==> src/rtl/div_unpack.sv <==
// div_unpack: front end of the floating-point divider.
// Decodes two raw IEEE-754 operands (double or single), classifies them,
// normalizes denormal significands one bit per cycle and presents aligned
// 53-bit significands, the quotient sign and the unbiased exponent difference.
module div_unpack (
    input  logic        clk,
    input  logic        rst_n,
    input  logic        in_valid,
    output logic        in_ready,
    input  logic [63:0] a,
    input  logic [63:0] b,
    input  logic        db_in,
    output logic        out_valid,
    input  logic        out_ready,
    output logic [52:0] fa,
    output logic [52:0] fb,
    output logic        db,
    output logic        sq,
    output logic [12:0] eq,
    output logic        a_zero,
    output logic        a_inf,
    output logic        a_nan,
    output logic        b_zero,
    output logic        b_inf,
    output logic        b_nan
);

    typedef enum logic [1:0] {IDLE, NORM, DONE} state_t;

    state_t     state;
    logic       capture;
    logic [1:0] need_norm;
    logic [1:0] norm_next;
    logic       any_flag_in;
    logic       any_flag;

    assign capture   = (state == IDLE) && in_valid;
    assign in_ready  = (state == IDLE);
    assign any_flag  = a_zero | a_inf | a_nan | b_zero | b_inf | b_nan;

    // Per-operand decode and normalization datapath; operand 0 is a, 1 is b.
    genvar gi;
    generate
        for (gi = 0; gi < 2; gi++) begin : g_op
            logic [63:0] x;
            logic [10:0] dexp;
            logic [51:0] dfrac;
            logic [7:0]  sexp;
            logic [22:0] sfrac;
            logic        ld_sign;
            logic        ld_zero;
            logic        ld_inf;
            logic        ld_nan;
            logic        ld_special;
            logic [52:0] ld_sig;
            logic [12:0] ld_exp;
            logic [52:0] sig_reg;
            logic [12:0] exp_reg;
            logic        special_reg;
            logic        shift_en;
            logic [52:0] sig_next;
            logic [12:0] exp_next;

            assign x     = (gi == 0) ? a : b;
            assign dexp  = x[62:52];
            assign dfrac = x[51:0];
            assign sexp  = x[30:23];
            assign sfrac = x[22:0];

            // Field extraction and classification for the selected format.
            always_comb begin
                ld_sign = 1'b0;
                ld_zero = 1'b0;
                ld_inf  = 1'b0;
                ld_nan  = 1'b0;
                ld_sig  = '0;
                ld_exp  = '0;
                if (db_in) begin
                    ld_sign = x[63];
                    ld_zero = (dexp == 11'd0) && (dfrac == 52'd0);
                    ld_inf  = (dexp == 11'h7FF) && (dfrac == 52'd0);
                    ld_nan  = (dexp == 11'h7FF) && (dfrac != 52'd0);
                    ld_sig  = {(dexp != 11'd0), dfrac};
                    // Denormals share the exponent of the smallest normal.
                    ld_exp  = (dexp != 11'd0) ? ({2'b00, dexp} - 13'd1023)
                                              : (13'd1 - 13'd1023);
                end else begin
                    ld_sign = x[31];
                    ld_zero = (sexp == 8'd0) && (sfrac == 23'd0);
                    ld_inf  = (sexp == 8'hFF) && (sfrac == 23'd0);
                    ld_nan  = (sexp == 8'hFF) && (sfrac != 23'd0);
                    ld_sig  = {(sexp != 8'd0), sfrac, 29'd0};
                    ld_exp  = (sexp != 8'd0) ? ({5'b00000, sexp} - 13'd127)
                                             : (13'd1 - 13'd127);
                end
            end

            assign ld_special = ld_zero | ld_inf | ld_nan;
            assign need_norm[gi] = !ld_special && !ld_sig[52];

            // One normalization step: shift only finite non-zero operands still lacking a leading one.
            assign shift_en  = !special_reg && !sig_reg[52];
            assign sig_next  = shift_en ? {sig_reg[51:0], 1'b0} : sig_reg;
            assign exp_next  = shift_en ? (exp_reg - 13'd1) : exp_reg;
            assign norm_next[gi] = special_reg || sig_next[52];

            // Working significand/exponent: loaded at capture, stepped while normalizing.
            always_ff @(posedge clk or negedge rst_n) begin
                if (!rst_n) begin
                    sig_reg     <= '0;
                    exp_reg     <= '0;
                    special_reg <= 1'b0;
                end else if (capture) begin
                    sig_reg     <= ld_sig;
                    exp_reg     <= ld_exp;
                    special_reg <= ld_special;
                end else if (state == NORM) begin
                    sig_reg <= sig_next;
                    exp_reg <= exp_next;
                end
            end
        end
    endgenerate

    assign any_flag_in = g_op[0].ld_special | g_op[1].ld_special;

    // Control FSM with registered result outputs.
    always_ff @(posedge clk or negedge rst_n) begin
        if (!rst_n) begin
            state     <= IDLE;
            out_valid <= 1'b0;
            fa        <= '0;
            fb        <= '0;
            db        <= 1'b0;
            sq        <= 1'b0;
            eq        <= '0;
            a_zero    <= 1'b0;
            a_inf     <= 1'b0;
            a_nan     <= 1'b0;
            b_zero    <= 1'b0;
            b_inf     <= 1'b0;
            b_nan     <= 1'b0;
        end else begin
            case (state)
                IDLE: begin
                    if (in_valid) begin
                        db     <= db_in;
                        sq     <= g_op[0].ld_sign ^ g_op[1].ld_sign;
                        a_zero <= g_op[0].ld_zero;
                        a_inf  <= g_op[0].ld_inf;
                        a_nan  <= g_op[0].ld_nan;
                        b_zero <= g_op[1].ld_zero;
                        b_inf  <= g_op[1].ld_inf;
                        b_nan  <= g_op[1].ld_nan;
                        // Loaded values are final unless a denormal needs normalizing
                        // with no special operand present.
                        fa     <= g_op[0].ld_sig;
                        fb     <= g_op[1].ld_sig;
                        eq     <= any_flag_in ? 13'd0 : (g_op[0].ld_exp - g_op[1].ld_exp);
                        if (|need_norm) begin
                            state <= NORM;
                        end else begin
                            state     <= DONE;
                            out_valid <= 1'b1;
                        end
                    end
                end
                NORM: begin
                    // Leave on the edge whose shift completes normalization.
                    if (&norm_next) begin
                        state     <= DONE;
                        out_valid <= 1'b1;
                        if (!any_flag) begin
                            fa <= g_op[0].sig_next;
                            fb <= g_op[1].sig_next;
                            eq <= g_op[0].exp_next - g_op[1].exp_next;
                        end
                    end
                end
                DONE: begin
                    if (out_ready) begin
                        state     <= IDLE;
                        out_valid <= 1'b0;
                    end
                end
                default: begin
                    state     <= IDLE;
                    out_valid <= 1'b0;
                end
            endcase
        end
    end

endmodule

==> config.mk <==
export PLATFORM = sky130hd
export DESIGN_NAME = div_unpack
export DESIGN_NICKNAME = d
export VERILOG_FILES = /design/src/rtl/div_unpack.sv
export SDC_FILE = /design/constraint.sdc
export NUM_CORES = 1
export LEC_CHECK = 0
export CAP_MARGIN = 20
export CORE_ASPECT_RATIO = 2
export CORE_MARGIN = 2
export CORE_UTILIZATION = 30
export DETAILED_ROUTE_END_ITERATION = 7
export PLACE_DENSITY = 0.59
export SETUP_SLACK_MARGIN = 0.4
export SLEW_MARGIN = 40
export SYNTH_ARGS = -nofsm -noshare
export SYNTH_HDL_FRONTEND = slang
export SYNTH_SLANG_ARGS = --single-unit
==> constraint.sdc <==
create_clock -name clk -period 6.36 [get_ports clk]
set_input_delay 1.272 -clock clk [delete_from_list [all_inputs] [get_ports clk]]
set_output_delay 1.272 -clock clk [all_outputs]
set_load 0.03 [all_outputs]
==> impl_metrics.tcl, run 1 <==
set metrics [dict create \
    outcome "finished clean" \
    static-leakage-power_nw 7.98 \
    core_area_sq_um 51800 \
    fp.dieW_um 166 \
    tns_ns 0 \
    gr-usage-met3 0.0352 \
    postCtsSetupRepairBufs 0 \
    grt.overflow.total 0 \
    drtAntennaViolNets 0 \
    drt_iter0_drc 1548 \
    slowest_stage "clkdlybuf4s50_1" \
    syn_nets 2024 \
    hold_violations 0 \
    ff2ff_path_depth 14 \
    critPathKind "in2reg" \
    ys.flop_type "dfrtp_1" \
    cts_max_level 1 \
    netlist.top_cell.by_area "dfrtp_1" \
    syn_area_sq_um 15700 \
    die_y_um 328 \
    grt_usage 0.225 \
    area_growth_pct 26.9 \
    cp_top_family "compound AO/OA/AOI/OAI gates" \
    min_period_ns 4.47 \
    via_per_inst 5.66 \
    ys_types 80 \
    place_ws_ns 1.34 \
    use_met1 0.248 \
    die_area_sq_um 54400 \
    worstMarginPinSlew_ns 0.863 \
    initial_core_util 0.304 \
    path_max_fanout 10 \
    hold_end "fa[25]" \
    crit_arrival_ns 4.97 \
    yosys_register_bits 264 \
    clk_latency_ns 0.61 \
    vias 15500 \
    cp.required_ns 6.86 \
    layout_setup_ws_ns 1.89 \
    power_density_nw_per_um2 196 \
    synth.most_common_cell "nand2_1" \
    fill_cells 5239 \
    crit_path_end_kind "flop" \
    cp_common_cell "ha_1" \
    routedWlPerCell_um 23.1 \
    grt_pass1_wl_um 94700 \
    cts_hold_repair.buffers 0 \
    rsz0062_at_grt "no" \
    clockBufferDepth 3 \
    largest_register_ff_count 106 \
    multiInputGateArea_sq_um 8660 \
    synth_top_area_frac 0.420 \
    grt.busiest_layer "met2" \
    hold_ws_ns 0.480 \
    rows 118 \
    worst_ir_drop_vdd_mv 0.197 \
    grt_pass1_vias 15200 \
    post-route-period-util 0.704 \
    yosysSeqAreaShare 0.420 \
    relSlewSlack 0.421 \
    synth_warnings 0 \
    antenna_found_initial 3 \
    r2r_start "g_op[0].exp_reg[0]" \
    syn_inst 1865 \
    grt_max_degree 116 \
    port_buffers 261 \
    power.total_mw 3.93 \
    hold_depth 2 \
    synthTopCellsByArea "dfrtp_1, nand2_1, a221o_1" \
    post_dp_cell_area_sq_um 19000 \
    crit_chain "clkdlybuf4s50_1, inv_1, ha_1, or4b_4, o31ai_4, o22ai_1, ha_1, maj3_1, a21o_1, a311o_1, a31oi_1, nor3_1, o31ai_2" \
    r2r-end "eq[12]" \
    numCtsBuffers 28 \
    cts_root_buffer "clkbuf_16" \
    ioPinCount 262 \
    gp_congestion 0.935 \
    final-seq-area_sq_um 6610 \
    max_freq_mhz 223 \
    setup_viol 0 \
    drcViolationCount 0 \
    startpoint_type "primary input" \
    syn_area_per_cell_sq_um 8.44 \
    min_from "fa[25]" \
    drv_cap 0 \
    clkTransAtPathRegs_ns 0.06 \
    hold_path_class "reg2reg" \
    drt-pass1-iter-count 6 \
    slew_viol_final 0 \
    cts_tree "done" \
    fin_skew_ns 0.0199 \
    layout.nets 2215 \
    async_reset_ff_frac 1.00 \
    dp_hpwl_um 46000 \
    synthTopCellsByCount "nand2_1, dfrtp_1, a21oi_1" \
    rrSetupSlack_ns 2.42 \
    path_buf_inv 2 \
    clock_sinks 264 \
    drive_above_1_share 0.0775 \
    use_met2 0.409 \
    ctsResizeCount 0 \
    max_stage_delay_ns 0.53 \
    wirelength_um 63100 \
    synth-edff-count 0 \
    final_area_sq_um 20000 \
]
[cells in the final DEF, fill, tap and decap left out, types with 8 or more instances in the layout]
master	Yosys	routed
mux2i_1	24	24
o221ai_1	8	8
xor2_1	35	35
a221o_1	87	87
mux2_2	47	47
nand3_1	81	81
a31oi_1	8	8
a21oi_1	161	160
ha_1	25	25
buf_4	0	20
clkinv_2	0	8
nand2_1	435	434
and3_1	27	27
nor2_1	104	98
nor4_1	28	27
clkbuf_16	0	28
o21ai_0	148	148
xnor2_1	34	34
nand4_1	19	19
clkdlybuf4s50_1	0	259
inv_1	23	23
a22oi_1	11	11
nor3_1	23	23
dfrtp_1	264	264
and2_1	8	8
[through the flow]
step            util  cells
2_1_floorplan      -   1865
3_3_place_gp   0.366   2682
3_5_place_dp   0.366   2683
4_1_cts        0.384   2734
5_1_grt        0.386   2737
6_report       0.386   2738
[cell families (layout without fill, tap and decap cells)]
family,Yosys count,count (layout),synth area share
compound gates,505,505,0.212
flops,264,264,0.420
mux,71,71,0.0489
simple gates,777,777,0.221
xor+xnor,71,71,0.0404
other cells,0,1,0
fa+ha+maj,27,27,0.0218
buf+inv,150,362,0.0362
[cell type report]
| cell class | instances | area share |
|---|---|---|
| Antenna cell | 1 | 0.000125 |
| Clock buffer | 37 | 0.0398 |
| Clock inverter | 14 | 0.00676 |
| Inverter | 24 | 0.00451 |
| Multi-Input combinational cell | 1451 | 0.433 |
| Sequential cell | 264 | 0.331 |
| Tap cell | 660 | 0.0413 |
| Timing Repair Buffer | 287 | 0.144 |
[power by group]
part           leakage, nW  internal (mW)  switching, mW  total [mW]
Clock                0.459          0.928          0.792        1.72
Sequential            3.29           1.70         0.0103        1.71
Combinational         4.23          0.198          0.301       0.499
[tightest hold or removal path: stages (launching register included)]
cell and delay (ns):
dfrtp_1 0.34, nand2_1 0.05, o21ai_0 0.06
[layer usage]
metal,routed length (um),vias up,share of wire
met4,3810,6,0.060
li1,-,7086,-
met5,38,-,0.00060
met2,32400,662,0.51
met3,4010,139,0.064
met1,22800,7617,0.36
[worst max path at each step]
stage,from,slack [ns],depth (start not counted),to
2_1_floorplan,b[52],2.23,12,eq[7]
4_1_cts,b[52],1.93,13,eq[7]
5_1_grt,b[52],1.70,13,eq[7]
6_report,b[52],1.89,13,eq[7]
3_5_place_dp,b[52],1.34,13,eq[7]
3_3_place_gp,b[52],1.40,13,eq[7]
No activity file was read; power rests on OpenSTA's default activity.
==> inputs of run 2 (changes only) <==
--- a/config.mk
+++ b/config.mk
@@ -10,7 +10,7 @@
 export CORE_MARGIN = 2
 export CORE_UTILIZATION = 30
 export DETAILED_ROUTE_END_ITERATION = 7
-export PLACE_DENSITY = 0.59
+export PLACE_DENSITY = 0.61
 export SETUP_SLACK_MARGIN = 0.4
 export SLEW_MARGIN = 40
 export SYNTH_ARGS = -nofsm -noshare
==> constraint.sdc (replaced) <==
create_clock -name clk -period 4.1 [get_ports clk]
set_input_delay 0.82 -clock clk [delete_from_list [all_inputs] [get_ports clk]]
set_output_delay 0.82 -clock clk [all_outputs]
set_load 0.03 [all_outputs]
==> run 2 against run 1 <==
Sequential share of layout area down 1.2 points; largest cell class unchanged; largest power group unchanged; critical path depth up 1; power up 58%; critical endpoint is now eq[10].
==> impl_metrics.tcl, run 2 (synthesis gave the netlist of run 1 again) <==
set metrics [dict create \
    dp_hpwl_um 47200 \
    post-route-period-util 0.875 \
    startpoint_type "flop" \
    mostFrequentLayoutCell "nand2_1" \
    clk_latency_ns 0.57 \
    crit_arrival_ns 4.04 \
    port_buffers 261 \
    outcome "finished clean" \
    rrSetupSlack_ns 0.51 \
    gp_congestion 0.981 \
    layout.nets 2298 \
    worstMarginPinSlew_ns 0.784 \
    numCtsBuffers 29 \
    drt-pass1-iter-count 7 \
    seq_power_share 0.427 \
    worst_ir_drop_vdd_mv 0.321 \
    die_area_sq_um 54400 \
    p_int_mw 4.54 \
    max_freq_mhz 279 \
    clockBufferDepth 3 \
    final_cells 2820 \
    antenna_found_initial 1 \
    grt.overflow.total 0 \
    grt_pass1_wl_um 96200 \
    grt_usage 0.227 \
    cp.required_ns 4.55 \
    hold_violations 0 \
    crit_path_end_kind "flop" \
    critPathKind "reg2reg" \
    fin_skew_ns 0.0126 \
    min_period_ns 3.59 \
    hold_path_class "in2async" \
    static-leakage-power_nw 8.40 \
    p_switching_mw 1.66 \
    place_inst 2767 \
    setup_viol 0 \
    p_clk_frac 0.437 \
    routedWlPerCell_um 22.5 \
    initial_core_util 0.304 \
    most-common-layout-cells "nand2_1, dfrtp_1, clkdlybuf4s50_1" \
    clock_sinks 264 \
    ioPinCount 262 \
    cts_max_level 1 \
    drt_iter0_drc 1416 \
    path_max_fanout 6 \
    final_area_sq_um 20700 \
    cts_hold_repair.buffers 0 \
    grt_max_degree 112 \
    via_per_inst 5.58 \
    rows 118 \
    core_area_sq_um 51800 \
    cts_tree "done" \
    area_growth_pct 31.5 \
    fp.dieW_um 166 \
    slew_viol_final 0 \
    die_y_um 328 \
    relSlewSlack 0.476 \
    cts_root_buffer "clkbuf_16" \
    post_dp_cell_area_sq_um 19600 \
    fill_cells 5146 \
    wirelength_um 63400 \
    clkTransAtPathRegs_ns 0.06 \
    largest_register_ff_count 106 \
    combPwrFrac 0.136 \
    vias 15700 \
    rsz0062_at_grt "no" \
    drv_cap 0 \
    power_density_nw_per_um2 299 \
    drtAntennaViolNets 0 \
    swShare 0.268 \
    hold_ws_ns 0.0639 \
    drive_above_1_share 0.119 \
    diodes 0 \
    drcViolationCount 0 \
    grt_pass1_vias 15800 \
]
-- run 2: cell types whose count changed in the layout (fill, tap and decap cells not counted), sizes merged --
cell,change
clkbuf,+3
buf,+81
clkinvlp,-1
clkinv,-1
bufinv,+1
diode,-1
-- run 2: worst max-delay path, stage by stage (launching register included) --
cell and delay [ns]:
dfrtp_1 0.46, inv_1 0.12, ha_1 0.18, or3b_2 0.54, xnor2_2 0.20, ha_1 0.35, nor2b_1 0.23, o31ai_2 0.11
a21oi_2 0.19, a211oi_2 0.07, o311ai_2 0.31, nand2_1 0.11, xnor2_1 0.17, a222oi_1 0.32, nand2_1 0.10
-- run 2: area by class of cell --
cell class | count | area, sq um | area share
multi-input cells | 1451 | 8740 | 0.422
flip-flops and latches | 264 | 6610 | 0.319
inverters | 24 | 90.1 | 0.00435
clock inverters | 13 | 125 | 0.00604
well taps | 660 | 826 | 0.0399
repair buffers | 369 | 3490 | 0.169
clock buffers | 39 | 833 | 0.0402
-- run 2: worst paths after layout --
| check | startpoint | endpoint | depth (start not counted) |
|---|---|---|---|
| worst max-delay path | g_op[0].exp_reg[0] | eq[10] | 14 |
| worst min-delay path | rst_n | eq[11] | 1 |
| worst max register to register | g_op[0].exp_reg[0] | eq[10] | 14 |
| worst min register to register | fa[24] | fa[24] | 2 |
| max in group asynchronous | rst_n | g_op[1].sig_reg[10] | 2 |
| min in group clk | fa[24] | fa[24] | 2 |
-- run 2: power groups by stage --
stage               Clock, mW  Sequential [mW]  Combinational, mW
global placement            0             2.70              0.837
finish                   2.71             2.65              0.845
global route             2.87             2.65              0.903
CTS                      2.78             2.65              0.843
detailed placement          0             2.70              0.839
floorplan                   0             2.75              0.276
-- run 2: what timing repair did --
item,4_1_cts,5_1_grt
setup endpoints to repair,2,7
buffers inserted,0,0
pin swaps,1,6
gates resized for setup,3,13
-- run 2: routing by layer --
metal | wire length (um) | part of all wire | track usage | vias to the layer above
li1 | - | - | - | 7264
met1 | 22600 | 0.36 | 0.251 | 7614
met2 | 33000 | 0.52 | 0.417 | 711
met3 | 3770 | 0.060 | 0.0306 | 155
met4 | 3910 | 0.062 | 0.123 | 2
met5 | 12 | 0.00019 | 0 | -
-- run 2: through the flow --
| step | TNS (ns) | utilization | setup slack, ns | power (mW) |
|---|---|---|---|---|
| CTS | 0 | 0.398 | 0.411 | 6.27 |
| detailed placement | -0.186 | 0.379 | -0.0753 | 3.54 |
| global placement | -0.0718 | 0.379 | -0.0289 | 3.53 |
| finish | 0 | 0.400 | 0.513 | 6.20 |
| floorplan | 0 | - | 0.417 | 3.03 |
| global route | 0 | 0.400 | 0.395 | 6.42 |
